### src/rtl/mode4_tree_sequencer_pkg.sv
// Shared definitions for the mode-4 adder tree sequencer.
// State encodings, tree data width and words per beat.
package mode4_tree_sequencer_pkg;

    typedef enum logic [2:0] {
        S_IDLE  = 3'd0,
        S_CLEAR = 3'd1,
        S_FEED  = 3'd2,
        S_DRAIN = 3'd3,
        S_DONE  = 3'd4
    } seq_state_t;

    localparam int DATAWIDTH    = 16;
    localparam int NUM          = 4;
    localparam int DRAIN_CYCLES = 2;

    // True in the states that hold the tree for a reduction
    function automatic logic state_busy(input seq_state_t s);
        return (s == S_CLEAR) || (s == S_FEED) || (s == S_DRAIN);
    endfunction

endpackage

### src/rtl/mode4_valid_pipe.sv
// Two-deep valid shift register that aligns the stage1/stage0
// tree enables with a beat accepted into stage2.
module mode4_valid_pipe (
    input  logic clk,
    input  logic reset,
    input  logic accept,
    output logic v1,
    output logic v2
);

    // Shift accept down the pipe; reset flushes any beat in flight
    always_ff @(posedge clk) begin
        if (reset) begin
            v1 <= 1'b0;
            v2 <= 1'b0;
        end else begin
            v1 <= accept;
            v2 <= v1;
        end
    end

endmodule

### src/rtl/mode4_tree_sequencer.sv
// Sequencer for one mode-4 adder tree: clear, feed, drain, done.
// Optional stall counter enabled with MODE4_SEQ_PERF_EN.
module mode4_tree_sequencer
    import mode4_tree_sequencer_pkg::*;
#(
    parameter int LEN_WIDTH  = 5,
    parameter int PERF_WIDTH = 16
) (
    input  logic                  clk,
    input  logic                  reset,
    input  logic                  start,
    input  logic [LEN_WIDTH-1:0]  num_beats,
    input  logic                  in_valid,
    output logic                  in_ready,
    output logic                  tree_clr,
    output logic                  mode4_stage2_run,
    output logic                  mode4_stage1_run,
    output logic                  mode4_stage0_run,
    output logic                  busy,
    output logic                  done,
    output logic                  result_valid,
    output logic [PERF_WIDTH-1:0] stall_cycles
);

    seq_state_t           state;
    logic [LEN_WIDTH-1:0] remaining;
    logic                 drain_cnt;
    logic                 accept;
    logic                 v1;
    logic                 v2;
    logic                 last_beat;

    // in_ready is only ever high in FEED, so this gates stray in_valid
    assign accept           = in_valid & in_ready;
    assign last_beat        = (remaining == LEN_WIDTH'(1));
    assign mode4_stage2_run = accept;
    assign mode4_stage1_run = v1;
    assign mode4_stage0_run = v2;

    mode4_valid_pipe u_vpipe (
        .clk    (clk),
        .reset  (reset),
        .accept (accept),
        .v1     (v1),
        .v2     (v2)
    );

    // Main FSM with registered handshake and status outputs
    always_ff @(posedge clk) begin
        if (reset) begin
            state        <= S_IDLE;
            remaining    <= '0;
            drain_cnt    <= 1'b0;
            in_ready     <= 1'b0;
            tree_clr     <= 1'b0;
            busy         <= 1'b0;
            done         <= 1'b0;
            result_valid <= 1'b0;
        end else begin
            tree_clr <= 1'b0;
            done     <= 1'b0;
            unique case (state)
                S_IDLE: begin
                    if (start) begin
                        state        <= S_CLEAR;
                        remaining    <= num_beats;
                        tree_clr     <= 1'b1;
                        busy         <= 1'b1;
                        result_valid <= 1'b0;
                    end
                end
                S_CLEAR: begin
                    if (remaining == '0) begin
                        state        <= S_DONE;
                        busy         <= 1'b0;
                        done         <= 1'b1;
                        result_valid <= 1'b1;
                    end else begin
                        state    <= S_FEED;
                        in_ready <= 1'b1;
                    end
                end
                S_FEED: begin
                    if (accept) begin
                        remaining <= remaining - LEN_WIDTH'(1);
                        if (last_beat) begin
                            state     <= S_DRAIN;
                            in_ready  <= 1'b0;
                            drain_cnt <= 1'b0;
                        end
                    end
                end
                S_DRAIN: begin
                    drain_cnt <= 1'b1;
                    if (drain_cnt == 1'(DRAIN_CYCLES - 1)) begin
                        state        <= S_DONE;
                        busy         <= 1'b0;
                        done         <= 1'b1;
                        result_valid <= 1'b1;
                    end
                end
                S_DONE: begin
                    state <= S_IDLE;
                end
                default: begin
                    state    <= S_IDLE;
                    in_ready <= 1'b0;
                    busy     <= 1'b0;
                end
            endcase
        end
    end

`ifdef MODE4_SEQ_PERF_EN
    logic [PERF_WIDTH-1:0] stall_q;

    // Count FEED cycles starved by the buffer, saturating at all-ones
    always_ff @(posedge clk) begin
        if (reset) begin
            stall_q <= '0;
        end else if (state == S_IDLE && start) begin
            stall_q <= '0;
        end else if (state == S_FEED && !in_valid && !(&stall_q)) begin
            stall_q <= stall_q + PERF_WIDTH'(1);
        end
    end

    assign stall_cycles = stall_q;
`else
    assign stall_cycles = '0;
`endif

endmodule

### config.mk
export PLATFORM = sky130hd
export DESIGN_NAME = mode4_tree_sequencer
export DESIGN_NICKNAME = d
export VERILOG_FILES = /design/src/rtl/mode4_tree_sequencer_pkg.sv /design/src/rtl/mode4_valid_pipe.sv /design/src/rtl/mode4_tree_sequencer.sv
export SDC_FILE = /design/constraint.sdc
export NUM_CORES = 1
export LEC_CHECK = 0
export ABC_AREA = 1
export BUFFER_PORTS_ARGS = -buffer_cell sky130_fd_sc_hd__buf_2
export CELL_PAD_IN_SITES_DETAIL_PLACEMENT = 1
export CELL_PAD_IN_SITES_GLOBAL_PLACEMENT = 1
export CORE_MARGIN = 1.5
export CORE_UTILIZATION = 30
export CTS_CLUSTER_DIAMETER = 60
export DETAILED_ROUTE_END_ITERATION = 7
export HOLD_SLACK_MARGIN = 0.03
export PLACE_DENSITY_LB_ADDON = 0.1
export SLEW_MARGIN = 10
export SYNTH_ARGS = -nofsm -noshare
export SYNTH_HDL_FRONTEND = slang
export SYNTH_SLANG_ARGS = --single-unit
### constraint.sdc
create_clock -name clk -period 1.9 [get_ports clk]
set_input_delay 0.285 -clock clk [delete_from_list [all_inputs] [get_ports clk]]
set_output_delay 0.285 -clock clk [all_outputs]
set_load 0.02 [all_outputs]
# --- Word level (Yosys, flattened, before mapping) ---
# Cells that the tools add are included.
word_totals:
  word_cells: 66
  input_bits: 9
  output_inout_bits: 24
  regBits: 16
classes:
  mux: 26
  add_sub_neg: 1
  n_eq_ne: 11
  n_reduce_logical: 14
  bitwise: 4
op_table:
  columns: ["cell", "n"]
  rows:
  - ["$reduce_and A4 Y1", 4]
  - ["$mux W3", 5]
  - ["$mux W1", 12]
  - ["$pmux W3 S4", 1]
  - ["$mux W5", 2]
  - ["$ne A2 B2 Y1 const B", 5]
  - ["$pmux W5 S2", 1]
  - ["$eq A3 B2 Y1 const B", 2]
  - ["$pmux W1 S3", 2]
  - ["$reduce_and A3 Y1", 2]
  - ["$eq A5 B1 Y1 const B", 1]
  - ["$logic_not A5 Y1", 1]
  - ["$sub A5 B1 Y5 const B", 1]
  - ["$pmux W1 S2", 2]
  - ["$pmux W1 S4", 1]
  - ["$reduce_bool A2 Y1", 2]
  - ["$reduce_or A2 Y1", 2]
  - ["$eq A3 B1 Y1 const B", 1]
  - ["$eq A3 B3 Y1 const B", 1]
  - ["$logic_not A3 Y1", 1]
  - ["$not A1 Y1", 3]
  - ["$reduce_bool A3 Y1", 1]
  - ["$reduce_or A3 Y1", 1]
  - ["$ne A2 B1 Y1 const B", 1]
  - ["$and A1 B1 Y1", 1]

# --- Longest topological paths before layout ---
depth:
  word_depth: 4
  ltp_mapped: 10
  ltp_nobuf: 10

# --- By module ---
# From an unflattened synthesis, not the netlist that was laid out.
unflattened:
  hier_cells: 154
  area_unflattened_um2: 1002.2
by_module_without_submodules:
  columns: ["mod", "cells_each", "seq_area_each_um2", "area_per_inst_um2", "n_inst"]
  rows:
  - ["mode4_tree_sequencer", 148, 280.3, 947.2, 1]
  - ["mode4_valid_pipe", 6, 40.0, 55.1, 1]

# --- Worst setup path after synthesis ---
# No wires, ideal clock.
synth_path:
  path_type: "register -> register"
  start: "register in_ready"
  end: "register state[1]"
  arrival_ns: 1.207
  synth_period_minus_slack_ns: 1.319
  setup_time_ns: 0.112
  t_required_ns: 1.788
  path_stages_with_launch: 8
  path_slack_ns: 0.581
  n_path_buf: 0
  path_cell_list: "dfxtp_1 > nand2_1 > inv_1 > nor2_1 > nor2_1 > nand2_2 > nor2_1 > nor2_2"
synth_between:
  elab_chain_cells: 3
synth_rtl:
  columns: ["item", "line", "source"]
  rows:
  - ["start, declared", "mode4_tree_sequencer.sv:14", "output logic in_ready,"]
  - ["start signal, assigned", "mode4_tree_sequencer.sv:54", "in_ready <= 1'b0;"]
  - ["start signal, assigned", "mode4_tree_sequencer.sv:80", "in_ready <= 1'b1;"]
  - ["start signal, assigned", "mode4_tree_sequencer.sv:88", "in_ready <= 1'b0;"]
  - ["$and A1 B1 Y1", "mode4_tree_sequencer.sv:34", "assign accept = in_valid & in_ready;"]
  - ["via mode4_stage2_run", "mode4_tree_sequencer.sv:16", "output logic mode4_stage2_run,"]
  - ["$ne A2 B1 Y1 (no source line)", null, null]
  - ["$reduce_and A4 Y1 (no source line)", null, null]
  - ["end signal, assigned", "mode4_tree_sequencer.sv:51", "state <= S_IDLE;"]
  - ["end signal, assigned", "mode4_tree_sequencer.sv:65", "state <= S_CLEAR;"]
  - ["end signal, assigned", "mode4_tree_sequencer.sv:74", "state <= S_DONE;"]
  - ["end, declared", "mode4_tree_sequencer.sv:25", "seq_state_t state;"]
# The timed path passes the listed nets, and every way through them passes these cells.
# A chain may end at the register's enable or synchronous reset.

# --- Worst setup path after layout ---
layout_path:
  start: "register state[0]"
  end: "register remaining[0]"
layout_between:
  elab_chain_cells: 3
  elab_cells_between_ends: 7
  classes_between: "eq/ne (3); mux (1); reduce/logical (3)"
layout_rtl:
  columns: ["item", "line", "source"]
  rows:
  - ["$eq A3 B2 Y1 or $logic_not A3 Y1 (tied branches)", "mode4_tree_sequencer.sv:62", "unique case (state)"]
  - ["$ne A2 B1 Y1 (no source line) (tied with other cells)", null, null]
  - ["$reduce_and A3 Y1 (no source line)", null, null]
  - ["end signal, assigned", "mode4_tree_sequencer.sv:66", "remaining <= num_beats;"]
  - ["end signal, assigned", "mode4_tree_sequencer.sv:85", "remaining <= remaining - LEN_WIDTH'(1);"]
  - ["end, declared", "mode4_tree_sequencer.sv:26", "logic [LEN_WIDTH-1:0] remaining;"]
# Parallel ways exist; a longest one is shown, timed or not.

==> out/metrics.yaml <==
floorplanning:
  die_y_um: 62.1
  boundaryPins: 33
  coreArea_mm2: 0.00334
  die_area_mm2: 0.00386
  initial_core_util: 0.314
  rows: 21
  die_x_um: 62.1
min_path:
  hold_depth: 2
  hp-class: "in2reg"
  min_from: "reset"
  worst_hold_path.endpoint: "u_vpipe.v2"
synthesis:
  syn_area_mm2: 0.00105
  synth_fa_ha_area_frac: 0.0358
  synth_xor_area_frac: 0.00835
  synthMuxAreaShare: 0
  synth-seq-cells: 16
  synth_cell_types: 27
  synth_compound_area_frac: 0.110
  yosys.area_share.simple: 0.315
  seq_area_frac_synth: 0.305
  syn_avg_cell_area_um2: 7.08
  ys.warnings.count: 0
  synth_top_family_by_area: "simple AND/OR/NAND/NOR gates"
  syn_inst: 148
clock_tree:
  cts_tree: "done"
  hold_buffers: 0
  cts.sinks: 16
  clk_root_buffer_cell: "clkbuf_4"
  worstSkewPairLatency_ns: 0.29
  postCtsSetupBuffers: 0
  cts_resized: 0
  cts_max_path_buffers: 2
  h-tree-depth: 1
  cts_made_buffers: 3
  clk_pin_slew_ns: 0.10
cells_and_area:
  final_cell_mix: "nand2_1 (23), inv_1 (18), nor2_1 (17)"
  layout_commonest_cell: "nand2_1"
  final_nets: 178
  syn_to_final_growth_pct: 8.23
  nFillCells: 464
  multi_input_area_um2: 552
  seq_area_um2: 320
  layout-drive-gt1-share: 0.236
  antennaDiodeCount: 0
global_routing:
  use_met1: 0.160
  met2_usage: 0.217
  met3_usage: 0.0236
  grt_util_all_layers: 0.129
  grt_overflow: 0
  antenna_found_initial: 0
  first_global_vias: 853
  grt_pass1_wl_um: 3960
  top_usage_layer: "met2"
  grt_max_degree: 14
timing:
  min_period_over_period: 0.734
  fin_ws_ns: 0.505
  fin_crit_ns: 1.39
  rsz0062_at_grt: "false"
  hold_viol: 0
  slew_viol_final: 0
  skew_ns: 0.00243
  tns_ns: 0
  fmax_mhz: 717
  final-setup-viol-count: 0
worst_setup_path:
  crit_family: "compound AO/OA/AOI/OAI gates"
  reg2reg_slack_ns: 0.51
  critPathCaptureType: "flip-flop"
  critPathKind: "reg2reg"
  cpPeakStageDelay_ns: 0.40
  regToRegStartpoint: "state[0]"
  cp_slowest_cell: "dfxtp_1"
  rr_worst_depth: 6
  cp_num_buf_inv: 1
  start_kind: "flip-flop"
  critPathRequiredTime_ns: 2.09
  worst_ep_arrival_time_ns: 1.58
  cp_cell_sequence: "nor2_4 > nand2_4 > o21ai_4 > inv_2 > o21ai_1 > a21oi_1"
  r2r-end: "remaining[0]"
  worst-path-max-fanout: 13
power:
  power_density_mw_per_mm2: 1510
  peakVddDrop_mv: 0.480
  leakage_nw: 0.599
detailed_routing:
  initialDrtViolationCount: 16
  vias: 891
  drcViolationCount: 0
  vias_per_cell: 4.22
  postRouteAntennaNets: 0
  first_pass_iters: 2
  route.final.wire_length_um: 2240
  wl_per_cell_um: 10.6
placement:
  place.gp.congestion: 0.823
  numPortBuffers: 16
  hpwl_um: 1830
  dpl_worst_slack_ns: 0.499
job:
  maxCapViolCount: 0
outcome:
  status: "complete, no violations"
## layer usage
| layer | up-vias | wire length (um) |
|---|---|---|
| met5 | - | 0 |
| met4 | 0 | 19 |
| met3 | 2 | 56 |
| met2 | 9 | 1170 |
| met1 | 419 | 986 |
| li1 | 461 | - |
## how the worst max path moves through the flow
stage	from	to	depth (start not counted)
finish	state[0]	remaining[0]	6
global route	state[0]	remaining[1]	6
CTS	state[0]	remaining[0]	6
detailed placement	state[0]	remaining[0]	6
global placement	state[0]	remaining[0]	6
floorplan	in_ready	state[1]	7
## metrics by stage
step / hold slack [ns] / instances / instance area, um2 / power, mW / util
final: 0.252 / 211 / 1130 / 1.71 / 0.340
after global routing: 0.236 / 211 / 1130 / 1.91 / 0.340
after CTS: 0.245 / 211 / 1130 / 1.76 / 0.340
after detailed placement: 0.415 / 207 / 1100 / 1.51 / 0.329
after global placement: 0.404 / 207 / 1100 / 1.49 / 0.329
after floorplan: 0.448 / 163 / 1100 / 1.34 / -
## cells in the mapped netlist
cell type   n  area, um2
o21ai_1     4       20.0
a21oi_1     8       40.0
o21ai_0     4       20.0
nand3_1    11       55.1
buf_12      1       20.0
nand2_4     2       22.5
inv_1      18       67.6
nand3_2     2       20.0
ha_1        3       37.5
nand2_2     4       25.0
buf_4      16        120
o21ai_4     1       16.3
nand2_1    23       86.3
clkbuf_1    1       3.75
conb_1      1       3.75
xor2_1      1       8.76
or2_1       1       6.26
nor2_2      2       12.5
nor2_1     17       63.8
inv_2       4       15.0
dfxtp_1    16        320
nor3_1      2       10.0
o211a_1     1       10.0
o21ai_2     1       8.76
inv_4       1       6.26
nand4_1     1       6.26
nor2_4      2       22.5
## logic make-up (layout without fill, tap and decap cells)
group | Yosys count | after routing
AO/OA/AOI/OAI | 19 | 19
XOR/XNOR | 1 | 1
adder cells (fa/ha/maj) | 3 | 3
buffers and inverters | 41 | 43
flip-flops | 16 | 16
other | 1 | 16
AND/OR/NAND/NOR | 67 | 67
## layout make-up
class                      count  share of cell area
inverter                      23              0.0783
multi-input combinational    106               0.486
tap                           46              0.0507
clock buffer                   4              0.0320
timing repair buffer          16              0.0706
sequential                    16               0.282
## flip-flops by register name, indices dropped and copies added, names as in the netlist
signal,flops
done,1
drain_cnt,1
tree_clr,1
u_vpipe.v1,1
in_ready,1
result_valid,1
state,3
busy,1
remaining,5
u_vpipe.v2,1
## report_power, final
group / leakage (nW) / switching, mW / internal (mW) / total [mW]
logic: 0.446 / 0.628 / 0.321 / 0.949
clock network: 0.0210 / 0.117 / 0.117 / 0.234
registers: 0.131 / 0.0901 / 0.441 / 0.531
total: 0.599 / 0.835 / 0.878 / 1.71
Power figures use the tool's default switching activity.
